## src/rtl/alu_mul_seq.sv

```systemverilog
// Multi-cycle 16x16 multiplier (low half) built on a shared ALU via request/grant.
// Shift-and-add: each multiplier bit costs one ADD and one SLL ALU cycle.
module alu_mul_seq #(
    parameter int ITER       = 16,
    parameter bit EARLY_EXIT = 1'b0
) (
    input  logic        clk,
    input  logic        rst,
    input  logic        start,
    input  logic [15:0] op_a,
    input  logic [15:0] op_b,
    output logic        busy,
    output logic        done,
    output logic [15:0] result,
    output logic        alu_req,
    input  logic        alu_gnt,
    output logic [15:0] alu_a,
    output logic [15:0] alu_b,
    output logic [3:0]  alu_ctrl,
    input  logic [15:0] alu_result,
    output logic [1:0]  dbg_state
);
    localparam int CW = $clog2(ITER) + 1;
    localparam logic [3:0] CTRL_ADD = 4'b0000;
    localparam logic [3:0] CTRL_SLL = 4'b1100;

    typedef enum logic [1:0] {
        S_IDLE  = 2'd0,
        S_ADD   = 2'd1,
        S_SHIFT = 2'd2,
        S_DONE  = 2'd3
    } state_t;

    state_t          state_q, state_d;
    logic [15:0]     acc_q, acc_d;
    logic [15:0]     mcand_q, mcand_d;
    logic [15:0]     mplier_q, mplier_d;
    logic [CW-1:0]   cnt_q, cnt_d;
    logic [15:0]     result_q, result_d;
    logic            busy_q, busy_d;
    logic            done_q, done_d;
    logic            alu_req_q, alu_req_d;
    logic [15:0]     alu_a_q, alu_a_d;
    logic [15:0]     alu_b_q, alu_b_d;
    logic [3:0]      alu_ctrl_q, alu_ctrl_d;

    always_comb begin
        state_d  = state_q;
        acc_d    = acc_q;
        mcand_d  = mcand_q;
        mplier_d = mplier_q;
        cnt_d    = cnt_q;
        result_d = result_q;

        case (state_q)
            S_IDLE: begin
                if (start) begin
                    mcand_d  = op_a;
                    mplier_d = op_b;
                    acc_d    = 16'h0000;
                    cnt_d    = '0;
                    state_d  = S_ADD;
                end
            end
            S_ADD: begin
                if (alu_gnt) begin
                    if (mplier_q[0]) acc_d = alu_result;
                    state_d = S_SHIFT;
                end
            end
            S_SHIFT: begin
                if (alu_gnt) begin
                    mcand_d  = alu_result;
                    mplier_d = mplier_q >> 1;
                    cnt_d    = cnt_q + CW'(1);
                    if ((cnt_q == CW'(ITER - 1)) || (EARLY_EXIT && (mplier_d == 16'h0000)))
                        state_d = S_DONE;
                    else
                        state_d = S_ADD;
                end
            end
            default: state_d = S_IDLE;
        endcase

        // Outputs are decoded from the next state so they register in step with it.
        busy_d     = (state_d != S_IDLE);
        done_d     = (state_d == S_DONE);
        alu_req_d  = (state_d == S_ADD) || (state_d == S_SHIFT);
        alu_a_d    = 16'h0000;
        alu_b_d    = 16'h0000;
        alu_ctrl_d = CTRL_ADD;
        case (state_d)
            S_ADD: begin
                alu_a_d = acc_d;
                alu_b_d = mcand_d;
            end
            S_SHIFT: begin
                alu_a_d    = mcand_d;
                alu_b_d    = 16'h0001;
                alu_ctrl_d = CTRL_SLL;
            end
            default: ;
        endcase
        if (state_d == S_DONE) result_d = acc_d;
    end

    always_ff @(posedge clk) begin
        if (rst) begin
            state_q    <= S_IDLE;
            acc_q      <= 16'h0000;
            mcand_q    <= 16'h0000;
            mplier_q   <= 16'h0000;
            cnt_q      <= '0;
            result_q   <= 16'h0000;
            busy_q     <= 1'b0;
            done_q     <= 1'b0;
            alu_req_q  <= 1'b0;
            alu_a_q    <= 16'h0000;
            alu_b_q    <= 16'h0000;
            alu_ctrl_q <= CTRL_ADD;
        end else begin
            state_q    <= state_d;
            acc_q      <= acc_d;
            mcand_q    <= mcand_d;
            mplier_q   <= mplier_d;
            cnt_q      <= cnt_d;
            result_q   <= result_d;
            busy_q     <= busy_d;
            done_q     <= done_d;
            alu_req_q  <= alu_req_d;
            alu_a_q    <= alu_a_d;
            alu_b_q    <= alu_b_d;
            alu_ctrl_q <= alu_ctrl_d;
        end
    end

    assign busy      = busy_q;
    assign done      = done_q;
    assign result    = result_q;
    assign alu_req   = alu_req_q;
    assign alu_a     = alu_a_q;
    assign alu_b     = alu_b_q;
    assign alu_ctrl  = alu_ctrl_q;
    assign dbg_state = state_q;
endmodule

```

## config.mk

```make
export PLATFORM = sky130hd
export DESIGN_NAME = alu_mul_seq
export DESIGN_NICKNAME = d
export VERILOG_FILES = /design/src/rtl/alu_mul_seq.sv
export SDC_FILE = /design/constraint.sdc
export NUM_CORES = 1
export LEC_CHECK = 0
export CORE_ASPECT_RATIO = 0.9
export CORE_UTILIZATION = 51
export DETAILED_ROUTE_END_ITERATION = 8
export PLACE_DENSITY = 0.83
export SETUP_SLACK_MARGIN = 0.5
export SYNTH_ARGS = -nofsm -noshare
export SYNTH_HDL_FRONTEND = slang
export SYNTH_SLANG_ARGS = --single-unit
```

## constraint.sdc

```tcl
create_clock -name clk -period 6.8 [get_ports clk]
set_input_delay 1.36 -clock clk [delete_from_list [all_inputs] [get_ports clk]]
set_output_delay 1.36 -clock clk [all_outputs]
set_load 0.1 [all_outputs]
```

==> summary.md <==
The tools report the number of failing hold endpoints at the final stage as 0. The number of pins exceeding their max-slew limit in the final report was 0; the ratio of final minimum period to clock period was 63.17%. The logs give 0 for the number of cells upsized or downsized after cts and 0.38 ns for the clock latency reported for the late side of the worst-skew pair. The tools report the endpoint of the most critical register-to-register path as alu_b[0]. The final weighted congestion in routability-driven placement was 0.9342.

The first detailed-routing pass ran for 7 iterations. The part of the total power dissipated in the clock network is 27.0%. The final critical path time including I/O delays and setup is 4.295 ns, and the share of synthesized area occupied by flip-flops and latches is 50.07%.

The register bit count reported by yosys was 107. For the net switching power figure, the log shows 0.5014 mW. The power density over cell area was 260.5 mW/mm^2; the area added between synthesis and finish was 26.50%.

Counting cells, the worst reg-to-reg path comes to 7. For the worst setup path, the data arrival time is 4.52 ns. During placement, the flow inserted port buffers numbering 106. The post-route total power is 1.410 mW. The number of enable-type register cells in the synthesized netlist works out to 0.

In this run, the number of DRC markers left after iteration 0 of detailed routing was 443. During I/O placement, the number of pins put on the boundary was 109. Measured against its own limit, the worst slew margin works out to 26.85%.

The number of levels the H-tree was split into is 3, and the total global-route track usage is 25.87%. The number of diodes is 0. Once the floorplan was initialized, standard cells occupied 52.77% of the core.

The netlist area before placement was 0.004278 mm^2; the setup TNS was 0 ns. The tools report the total via count after detailed routing as 3,856. TritonCTS built the clock tree. In this run the clock root is driven by a clkbuf_8. The tools report the final routed wirelength across all metal layers as 11,120 um. The worst register-to-register path begins at dbg_state[0].

On the final layout, the worst clock skew is 0.009302 ns. The depth of the worst hold-timing path came out at 2. Setup repair after global routing left no endpoint under its margin. The total die area is 0.008759 mm^2.

The tools report the critical path startpoint category as an input pin. Class of the tightest hold or removal check: reg -> reg. Across the run, the number of max-cap violations was 0.

The tools report the final setup slack of the worst path as 2.505 ns. Of all flip-flops after synthesis, the portion carrying an async set or reset was 0%. Largest net degree at the start of global routing: 75. The average wire length per cell after detail routing was 17.27 um. The internal power of the cells totals 0.9082 mW. In this run the deepest clock path goes through 2 buffers.

The share of post-route cells with drive strength above 1 is 4.954%. In the post-synthesis netlist, the biggest area contributors are dfxtp_1 50%, nor2_1 7.7%, nand2_1 3.9%, a32oi_1 3.7%, o22ai_1 3.2%. The analysis attributes to cell leakage a power of 1.935 nW. The post-CTS repair timing setup buffer count is 0, and the maximum clock rate is 0.2328 GHz.

Sequential cells account for 48.6% of the total power. The flow ran to the end, but the final reports show violations. The peak supply drop is 109.5 uV. The y dimension of the die works out to 88.89 um. The total of hold buffers inserted after clock tree synthesis was 0; the post-route cell area was 0.005411 mm^2.

For this design, the sink count on the clock tree is 107. Combinational cells account for 24.4% of the total power. In this run the mean area of a mapped cell was 9.200 um^2. Once detail routing completed, the nets flagged for antenna violations numbered 0. The logs give 7.02 ns for the required time reported for the critical path endpoint and 17,550 um for the wire length of the first global-routing pass.

The via count of the first global-routing pass is 3,423, and the number of failing setup endpoints in the final timing report is 0. The core area is 0.008107 mm^2. The net switching share of the total power came out at 35.57%. Number of CTS-inserted buffers: 9. The number of vias per cell is 5.988, and the post-synthesis cell count is 465. The critical path class was in -> reg. Post-synthesis cell type count: 43. The total congestion overflow after global routing was 0; the pin slew with the least headroom to its limit was 1.097 ns. Prior to clock tree synthesis, the placed netlist has a worst setup slack of 2.106 ns. The synthesis warning total came out at 0. The number of antenna violations at the first check in global routing was 0. The cell row count came out at 31.

After detailed routing, the number of remaining DRC violations is 7. The worst hold slack after final layout is 0.4846 ns, and the number of nets in the layout is 598. The path with the worst hold slack has its endpoint at cnt_q[1].

Among all flip-flop cells after synthesis, the most frequent one is dfxtp_1. The kind of end point of the critical path was a flop. Proportion of netlist area held by the largest area contributor: 50.07%.

In this run the cell area measured after placement is 0.005223 mm^2. Summed over all nets, the half-perimeter wirelength after detailed placement is 7609 um. The checks that failed: DRC.

Cell taking the most area after synthesis: dfxtp_1. In this run the worst path has a maximum fanout of 32. The clock transition at the register clock pins on the worst setup and hold paths after CTS is 0.10 ns. The floorplan step set the die width to 98.54 um. The worst register-to-register path has a setup slack of 3.55 ns. Origin of the worst min-delay path: cnt_q[1].
==> power by group through the flow <==
stage / Combinational (mW) / Sequential, mW / Clock [mW]
after floorplan: 0.137 / 0.811 / 0
final: 0.344 / 0.685 / 0.381
after global routing: 0.362 / 0.689 / 0.410
after global placement: 0.333 / 0.697 / 0
after CTS: 0.341 / 0.684 / 0.381
after detailed placement: 0.340 / 0.698 / 0
==> routing by layer <==
layer / global-route usage [%] / routed length [um]
met2: 39.76 / 5039
met5: 0 / 0
met4: 8.955 / 198
met1: 36.81 / 4930
met3: 4.818 / 955
==> cells in the mapped netlist (2+ instances only) <==
| library cell | count |
|---|---|
| o21ai_0 | 3 |
| mux2i_1 | 2 |
| nand3_1 | 4 |
| inv_1 | 11 |
| a22o_1 | 11 |
| and3_1 | 10 |
| nor2b_1 | 5 |
| nor2_1 | 88 |
| a21oi_1 | 3 |
| o21bai_1 | 2 |
| a32oi_1 | 18 |
| a311oi_1 | 12 |
| buf_2 | 12 |
| a221o_1 | 6 |
| a21o_1 | 3 |
| nand2b_1 | 7 |
| ha_1 | 6 |
| a311oi_2 | 3 |
| clkbuf_1 | 19 |
| buf_6 | 6 |
| a22oi_1 | 16 |
| buf_4 | 7 |
| dfxtp_1 | 107 |
| o22ai_1 | 22 |
| o32ai_1 | 6 |
| nand2_1 | 44 |
| a211oi_1 | 16 |
==> stage by stage <==
step,utilization (%),instances
floorplan,-,466
global placement,64.42,628
detailed placement,64.42,628
CTS,66.75,644
global route,66.75,644
finish,66.75,644
==> worst max-delay path by stage <==
stage               startpoint       end
floorplan                start  alu_b[0]
global placement       alu_gnt  alu_b[0]
detailed placement     alu_gnt  alu_a[7]
CTS                    alu_gnt  alu_a[7]
global route           alu_gnt  alu_a[1]
finish                 alu_gnt  alu_b[0]
==> logic make-up (layout without fill, tap and decap cells) <==
logic type                 after synthesis  after routing  synth area share, %
muxes                                    2              2               0.4680
DFF                                    107            107                50.07
buffers and inverters                   56            135                6.961
other                                    1              2              0.08766
and+or+nand+nor                        164            164                16.38
adders and majority gates                6              6                1.755
xor gates and xnor gates                 1              1               0.2048
AOI/OAI and AO/OA                      128            128                24.07
==> placed cells by master, fill, tap and decap left out, drive strengths merged, types with 3 or more instances in the layout <==
master,netlist,routed
a21oi,4,4
nand2b,7,7
clkdlybuf4s50,0,105
clkbuf,20,9
a32oi,18,18
nand2,45,45
nor2,88,88
o32ai,6,6
buf,25,3
a221o,6,6
o21ai,3,3
nand3,4,4
a311oi,15,15
and3,10,10
o22ai,22,22
a22oi,16,16
ha,6,6
a21o,3,3
a211oi,16,16
dfxtp,107,107
a22o,11,11
nor2b,5,5
inv,11,15
==> flip-flops by register name, indices dropped and copies added (netlist names) <==
register and flops:
alu_ctrl 1, alu_req 1, acc_q 16, alu_a 16
result 16, done 1, busy 1, alu_b 16
mcand_q 16, cnt_q 5, dbg_state 2, mplier_q 16
==> critical path, cell delays in order <==
cell and delay, ns:
clkdlybuf4s50_1 1.02, nand2b_1 0.21, o311ai_0 0.30, ha_1 0.40, nor2b_1 0.15, nand2_1 0.82
o21ai_0 0.24
==> layout make-up <==
type	instances	area (um^2)
Fill cell	646	2695
Inverter	11	41.29
Clock inverter	7	65.06
Timing Repair Buffer	108	1071
Multi-Input combinational cell	303	1844
Clock buffer	9	123.9
Tap cell	99	123.9
Sequential cell	107	2142
No activity file was read; power rests on OpenSTA's default activity.
